<file path="config.mk">
export PLATFORM = sky130hd
export DESIGN_NAME = regb_fifo_flat
export DESIGN_NICKNAME = d
export VERILOG_FILES = /design/src/rtl/regb_fifo_if.sv /design/src/rtl/regb_fifo.sv /design/src/flat_wrapper.sv
export SDC_FILE = /design/constraint.sdc
export NUM_CORES = 1
export LEC_CHECK = 0
export ABC_AREA = 1
export CAP_MARGIN = 20
export CORE_ASPECT_RATIO = 0.5
export CORE_UTILIZATION = 55
export DETAILED_ROUTE_END_ITERATION = 8
export HOLD_SLACK_MARGIN = 0.15
export PLACE_DENSITY = 0.72
export SLEW_MARGIN = 10
export SYNTH_ARGS = -nofsm -noshare
export SYNTH_HDL_FRONTEND = slang
export SYNTH_SLANG_ARGS = --single-unit
export TNS_END_PERCENT = 50
</file>
<file path="constraint.sdc">
create_clock -name clk -period 1.9 [get_ports clk]
set_input_delay 0.38 -clock clk [delete_from_list [all_inputs] [get_ports clk]]
set_output_delay 0.38 -clock clk [all_outputs]
set_load 0.03 [all_outputs]
</file>
<file path="src/rtl/regb_fifo_if.sv">
// Producer/consumer bundle for regb_fifo. The level signal only exists when
// REGB_FIFO_LEVEL_EN is defined.
interface regb_fifo_if #(
    parameter int WIDTH = 4,
    parameter int DEPTH = 8
);
    localparam int LW = $clog2(DEPTH + 1);

    logic             clr;
    logic             shift_in;
    logic [WIDTH-1:0] si;
    logic             shift_out;
    logic [WIDTH-1:0] so;
    logic             empty_n;
    logic             full_n;
    logic             almost_full;
    logic             almost_empty;
    logic             ovf;
    logic             unf;
`ifdef REGB_FIFO_LEVEL_EN
    logic [LW-1:0]    level;
`endif

    modport master (
        output clr, shift_in, si, shift_out,
        input  so, empty_n, full_n, almost_full, almost_empty, ovf, unf
`ifdef REGB_FIFO_LEVEL_EN
        , input level
`endif
    );

    modport slave (
        input  clr, shift_in, si, shift_out,
        output so, empty_n, full_n, almost_full, almost_empty, ovf, unf
`ifdef REGB_FIFO_LEVEL_EN
        , output level
`endif
    );
endinterface

</file>
<file path="src/rtl/regb_fifo.sv">
// Register-based FIFO built as a thermometer-coded chain of shift cells; head is cell 0.
// Define REGB_FIFO_LEVEL_EN to expose the occupancy count on the level port.
module regb_fifo #(
    parameter int WIDTH    = 4,
    parameter int DEPTH    = 8,
    parameter int AF_LEVEL = 6,
    parameter int AE_LEVEL = 2
) (
    input  logic        clk,
    input  logic        res_n,
    regb_fifo_if.slave  bus
);
    localparam int LW = $clog2(DEPTH + 1);

    logic [DEPTH-1:0][WIDTH-1:0] d_reg;
    logic [DEPTH-1:0][WIDTH-1:0] d_next;
    logic [DEPTH-1:0]            v_reg;
    logic [DEPTH-1:0]            v_next;
    logic [DEPTH-1:0]            wr_sel;
    logic [LW-1:0]               level_reg;
    logic [LW-1:0]               level_next;
    logic                        ovf_reg;
    logic                        ovf_next;
    logic                        unf_reg;
    logic                        unf_next;
    logic                        pop_eff;
    logic                        push_eff;

    // A flush wins over both requests, so it masks the effective push/pop.
    assign pop_eff  = bus.shift_out & v_reg[0] & ~bus.clr;
    assign push_eff = bus.shift_in & (~v_reg[DEPTH-1] | pop_eff) & ~bus.clr;

    generate
        for (genvar gi = 0; gi < DEPTH; gi++) begin : gen_cell
            logic [WIDTH-1:0] up_d;
            logic             up_v;
            logic             down_v;

            if (gi == DEPTH - 1) begin : g_top
                assign up_d = '0;
                assign up_v = 1'b0;
            end else begin : g_mid
                assign up_d = d_reg[gi+1];
                assign up_v = v_reg[gi+1];
            end

            if (gi == 0) begin : g_head
                assign down_v = 1'b1;
            end else begin : g_body
                assign down_v = v_reg[gi-1];
            end

            // Write target from the thermometer edge: first free cell, or the
            // last occupied cell when the chain shifts down in the same cycle.
            assign wr_sel[gi] = push_eff & (pop_eff ? (v_reg[gi] & ~up_v)
                                                    : (~v_reg[gi] & down_v));

            assign d_next[gi] = wr_sel[gi] ? bus.si
                              : (pop_eff ? up_d : d_reg[gi]);
            assign v_next[gi] = bus.clr ? 1'b0
                              : (wr_sel[gi] | (pop_eff ? up_v : v_reg[gi]));
        end
    endgenerate

    always_comb begin
        level_next = level_reg;
        if (bus.clr) begin
            level_next = '0;
        end else begin
            case ({push_eff, pop_eff})
                2'b10:   level_next = level_reg + LW'(1);
                2'b01:   level_next = level_reg - LW'(1);
                default: level_next = level_reg;
            endcase
        end
    end

    always_comb begin
        ovf_next = ovf_reg;
        unf_next = unf_reg;
        if (bus.clr) begin
            ovf_next = 1'b0;
            unf_next = 1'b0;
        end else begin
            if (bus.shift_in & v_reg[DEPTH-1] & ~pop_eff)
                ovf_next = 1'b1;
            if (bus.shift_out & ~v_reg[0])
                unf_next = 1'b1;
        end
    end

    always_ff @(posedge clk or negedge res_n) begin
        if (!res_n) begin
            d_reg     <= '0;
            v_reg     <= '0;
            level_reg <= '0;
            ovf_reg   <= 1'b0;
            unf_reg   <= 1'b0;
        end else begin
            d_reg     <= d_next;
            v_reg     <= v_next;
            level_reg <= level_next;
            ovf_reg   <= ovf_next;
            unf_reg   <= unf_next;
        end
    end

    assign bus.so           = d_reg[0];
    assign bus.empty_n      = v_reg[0];
    assign bus.full_n       = ~v_reg[DEPTH-1];
    assign bus.almost_full  = (level_reg >= LW'(AF_LEVEL));
    assign bus.almost_empty = (level_reg <= LW'(AE_LEVEL));
    assign bus.ovf          = ovf_reg;
    assign bus.unf          = unf_reg;

`ifdef REGB_FIFO_LEVEL_EN
    assign bus.level = level_reg;
`else
    // Occupancy stays internal and only feeds the almost flags.
`endif
endmodule

</file>
<file path="src/flat_wrapper.sv">
// flat-port wrapper written by rule: the top's interface ports become plain ports
module regb_fifo_flat 
#(
    parameter int WIDTH    = 4,
    parameter int DEPTH    = 8,
    parameter int AF_LEVEL = 6,
    parameter int AE_LEVEL = 2
)
  (clk, res_n, bus_clr, bus_shift_in, bus_si, bus_shift_out, bus_so, bus_empty_n, bus_full_n, bus_almost_full, bus_almost_empty, bus_ovf, bus_unf);
  regb_fifo_if #(.WIDTH(WIDTH), .DEPTH(DEPTH)) bus_i ();
  input  logic clk;
  input  logic res_n;
  input wire logic [$bits(bus_i.clr)-1:0] bus_clr;
  input wire logic [$bits(bus_i.shift_in)-1:0] bus_shift_in;
  input wire logic [$bits(bus_i.si)-1:0] bus_si;
  input wire logic [$bits(bus_i.shift_out)-1:0] bus_shift_out;
  output wire logic [$bits(bus_i.so)-1:0] bus_so;
  output wire logic [$bits(bus_i.empty_n)-1:0] bus_empty_n;
  output wire logic [$bits(bus_i.full_n)-1:0] bus_full_n;
  output wire logic [$bits(bus_i.almost_full)-1:0] bus_almost_full;
  output wire logic [$bits(bus_i.almost_empty)-1:0] bus_almost_empty;
  output wire logic [$bits(bus_i.ovf)-1:0] bus_ovf;
  output wire logic [$bits(bus_i.unf)-1:0] bus_unf;
  assign bus_i.clr = bus_clr;
  assign bus_i.shift_in = bus_shift_in;
  assign bus_i.si = bus_si;
  assign bus_i.shift_out = bus_shift_out;
  assign bus_so = bus_i.so;
  assign bus_empty_n = bus_i.empty_n;
  assign bus_full_n = bus_i.full_n;
  assign bus_almost_full = bus_i.almost_full;
  assign bus_almost_empty = bus_i.almost_empty;
  assign bus_ovf = bus_i.ovf;
  assign bus_unf = bus_i.unf;
  regb_fifo #(.WIDTH(WIDTH), .DEPTH(DEPTH), .AF_LEVEL(AF_LEVEL), .AE_LEVEL(AE_LEVEL)) u_core (.clk(clk), .res_n(res_n), .bus(bus_i));
endmodule
</file>
Yosys cells after proc, flatten, opt, wreduce, memory -nomap -nowiden

Index checks and enable logic that the tools add are counted.

Order comparisons: 2
Mux-type cells: 46
Bitwise operators: 41
Equal/unequal tests: 2
Reductions and logical operators: 11
$add $sub $neg: 2

Operators by type and width:

| kind                | count |
|---|---|
| $mux 4              | 17 |
| $mux 1              | 28 |
| $and 1x1->1         | 22 |
| $reduce_bool 2->1   | 10 |
| $not 1->1           | 10 |
| $or 1x1->1          | 9 |
| $pmux 4 s2          | 1 |
| $add 4x1->4 const B | 1 |
| $ge 4x3->1 const B  | 1 |
| $le 4x2->1 const B  | 1 |
| $sub 4x1->4 const B | 1 |
| $reduce_bool 3->1   | 1 |
| $eq 2x1->1 const B  | 1 |
| $eq 2x2->1 const B  | 1 |

Flip-flop bits (word level): 46
Bits of input ports: 9
Output and inout bits: 10
Logic and storage cells: 116

Depth between registers and ports, before layout

Word-level depth: 8
Gate-level depth with buffers: 13
Depth with buffers taken out: 12

Worst setup path after synthesis

OpenSTA, ideal clock, no wires.

Kind: flip-flop to flip-flop
Start: register u_core.v_reg[0]
End: register u_core.level_reg[3]
Clock period less this slack: 1.807 ns
Required time: 1.783 ns
Stages on the path, launching flop included: 13
Buffers on the path: 1
Setup time: 0.117 ns
Data arrival time: 1.690 ns
Setup slack: 0.093 ns
Cell sequence: dfrtp_1 nand2_2 nor2_4 buf_6 nand2_2 inv_1 ha_1 nand4_1 nand2_1 inv_1 nand3_1 nand3_1 nand2_1

Word-level cells in the longest chain between the ends: 8
Elaborated cells on any way between the ends: 10
Those cells by class: eq/ne (2); mux (2); bitwise (5); reduce/logical (1)

Ends and longest elaborated chain:

| what                                            | RTL line         | text |
|---|---|---|
| from (decl)                                     | regb_fifo.sv:17  | `logic [DEPTH-1:0] v_reg;` |
| from (signal assigned)                          | regb_fifo.sv:101 | `v_reg <= v_next;` |
| $and 1x1->1 * (2 in series)                     | regb_fifo.sv:30  | `assign pop_eff = bus.shift_out & v_reg[0] & ~bus.clr;` |
| $or 1x1->1                                      | regb_fifo.sv:31  | `assign push_eff = bus.shift_in & (~v_reg[DEPTH-1] \| pop_eff) & ~bus.clr;` |
| $and 1x1->1 (2 in series)                       | regb_fifo.sv:31  |  |
| $eq 2x1->1 / $eq 2x2->1 (equally long branches) | regb_fifo.sv:70  | `case ({push_eff, pop_eff})` |
| $pmux 4 s2                                      | regb_fifo.sv:70  |  |
| $mux 4                                          | regb_fifo.sv:67  | `if (bus.clr) begin` |
| to (signal assigned)                            | regb_fifo.sv:102 | `level_reg <= level_next;` |
| to (decl)                                       | regb_fifo.sv:20  | `logic [LW-1:0] level_reg;` |

Every way passes the cells marked *; elsewhere a longest branch is shown, timed or not.
A chain may end at the register's enable or synchronous reset.

Worst setup path in the final report

Start: register u_core.v_reg[0]
End: output bus_empty_n

RTL lines:

| what      | RTL line           | text |
|---|---|---|
| to (decl) | flat_wrapper.sv:18 | `output wire logic [$bits(bus_i.empty_n)-1:0] bus_empty_n;` |

No word-level cell between the ends.

==> metrics.txt <==
Yosys cell types 25; CP Max Fanout 4; H-tree depth 2; Period Utilization, post-route 95.77%; final setup violation count 0; All-Layer GR Usage between 20 and 30%; Clock Power Share 24.8%; Hold EP u_core.bus.unf; reg-to-reg endpoint u_core.gen_cell[1].up_d[0]; Max stage delay on crit path ~700 ps; HP Start bus_clr; RR Startpoint u_core.v_reg[0]; sw frac 32.11%; Post-DP HPWL 4.316 mm; top cells by area, synth dfrtp_1 (47%), nand3_1 (15%), nand2_1 (14%), nor2_4 (4.2%), inv_1 (3.8%); Reg clk slew, reported paths 80 ps; cells along the critical path clkdlybuf4s50_1; Post-Route Setup TNS 0 ps; Die Height 49.10 um; Startpoint Class register; Yosys reg bits 46; Die X 96.19 um; IO Count 19; CTS tree yes; core box area 4064 um2; CTS buffer count 5; hold-critical path depth 2; fraction of layout cells with a size suffix above 1 between 10% and 20%; Syn. warnings 0; final worst slack around 80 ps; Synth top area share 47.18%; WS Path Type reg -> out; max reg flops 28; FILL cells 322; hold crit path type in -> reg; Cell Area, Synth 2440 um2; Critical-path top delay cell clkdlybuf4s50_1; Via Count 2189; Initial Util 60.04%; P per Cell Area 849.8 nW/um2; most common cell after layout, fill and taps aside nand2_1; Net Switching around 0.8 mW; vias in the first global route 2071; Detailed Routing Iterations Pass 1 5; dpl ws -240.8 ps; r2r setup slk between 200 and 300 ps; final hold slack 412.3 ps; nets 366; clock root cell clkbuf_8; Final Skew roughly 6.9 ps; Iteration-0 DRC Markers ~130; syn_nets 319; crit path DAT 1440 ps; Buf+Inv Stages, Crit Path 1; Logic pwr share between 20% and 30%; CP Data Required Time approximately 1500 ps; Final Hold Fails 0; die area 4722 um2; Cell Int Power 1.722 mW; Slew Limit Fails 0; Period minus WS final 1820 ps; Setup crit end kind output pin; Worst Reg2Reg Path Length in Cells 10; Syn-to-layout area delta 22.36%; GP Congestion 0.8946; max cap viols 0; worst slew pin tran 487.2 ps; Max IR drop VDD 0.5176 mV; worst skew pair latency 300 ps; Mapped Cells 308; most frequent cells in the layout nand2_1 (92), nand3_1 (71), dfrtp_1 (46); Post-DRT Antenna Nets 0; sequential area share after synthesis 47.18%; max_slew headroom 67.52%; first-pass GRT wire length 9.784 mm; ANT cells 0; Post-CTS Repair Setup Buffers 0; largest area contributor in the netlist dfrtp_1; FMAX 549.5 MHz; grt ovf 0; DR WL/cell between 10 and 15 um; clock buffer depth 2; DRC 0; CTS sink cnt between 40 and 50; RSZ-0062 raised after global routing false; DR vias/cell 5.339; outcome completed; Largest delay share family, worst path buffers and inverters; row cnt 16; leakage 1.447 nW; pin count of the biggest net entering global routing 22; initial antenna violation count 0; Post-Route WL 5.706 mm; Reg power frac 51.5%; Syn Area/Cell 7.922 um2; PortBufs 18
-- metrics by stage --
stage	area [um2]	std cells	utilization [%]	power, mW
5_1_grt	2985	410	73.46	2.685
2_1_floorplan	2440	308	-	1.672
3_3_place_gp	2873	401	70.69	1.909
6_report	2985	410	73.46	2.537
3_5_place_dp	2873	401	70.69	1.928
4_1_cts	2975	410	73.21	2.550
-- area by class of cell --
type / instances / area (um2) / area share (%)
flip-flops and latches: 46 / 1151 / 38.56
multi-input cells: 220 / 1112 / 37.26
repair buffers: 51 / 440.4 / 14.75
inverters: 31 / 118.9 / 3.982
clock buffers: 6 / 82.58 / 2.766
well taps: 54 / 67.56 / 2.263
clock inverters: 2 / 12.51 / 0.4191
-- power groups by stage --
stage	Clock (mW)	Combinational (mW)	Sequential (mW)
floorplan	0	0.346	1.33
global placement	0	0.594	1.31
detailed placement	0	0.610	1.32
CTS	0.641	0.609	1.30
global route	0.678	0.683	1.32
finish	0.628	0.603	1.31
-- worst max path at each step --
stage	startpoint	endpoint	slack, ps	depth (start not counted)
after floorplan	u_core.v_reg[0]	u_core.level_reg[3]	90	12
after global placement	bus_clr	u_core.gen_cell[3].up_d[2]	-190	8
after detailed placement	bus_clr	u_core.gen_cell[1].up_d[2]	-240	8
after CTS	u_core.v_reg[0]	bus_empty_n	70	1
after global routing	u_core.v_reg[0]	bus_empty_n	20	1
final	u_core.v_reg[0]	bus_empty_n	80	1
-- cells by family (layout without fill, tap and decap cells) --
logic type	after synthesis	after routing	synth area share, %
AOI/OAI and AO/OA	25	25	5.949
xor gates and xnor gates	1	1	0.3590
buffers and inverters	42	90	7.436
DFF	46	46	47.18
adders and majority gates	2	2	1.025
and+or+nand+nor	192	192	38.05
-- metal layers --
metal	global-route usage (%)	up-vias	part of all wire, %
li1	-	1097	-
met1	40.97	1022	49
met2	43.03	65	45
met3	5.763	5	5.7
met4	5.473	0	0.46
met5	0	-	0
-- cells in the mapped netlist (all sizes together) --
cell type  instances
a21oi              2
inv               31
xnor2              1
nor2              22
o22ai              1
buf               11
dfrtp             46
ha                 2
nand2             96
nand4              1
nand3             73
a22o               1
o21ai             15
a31oi              6
-- what timing repair did --
| item | CTS | global route |
|---|---|---|
| pin swaps | 0 | 1 |
| hold buffers | 1 | 0 |
| gates resized for setup | 2 | 3 |
| endpoints found under the setup margin | 2 | 11 |
| endpoints found under the hold margin | 19 | 0 |
No activity file was read; power rests on OpenSTA's default activity.
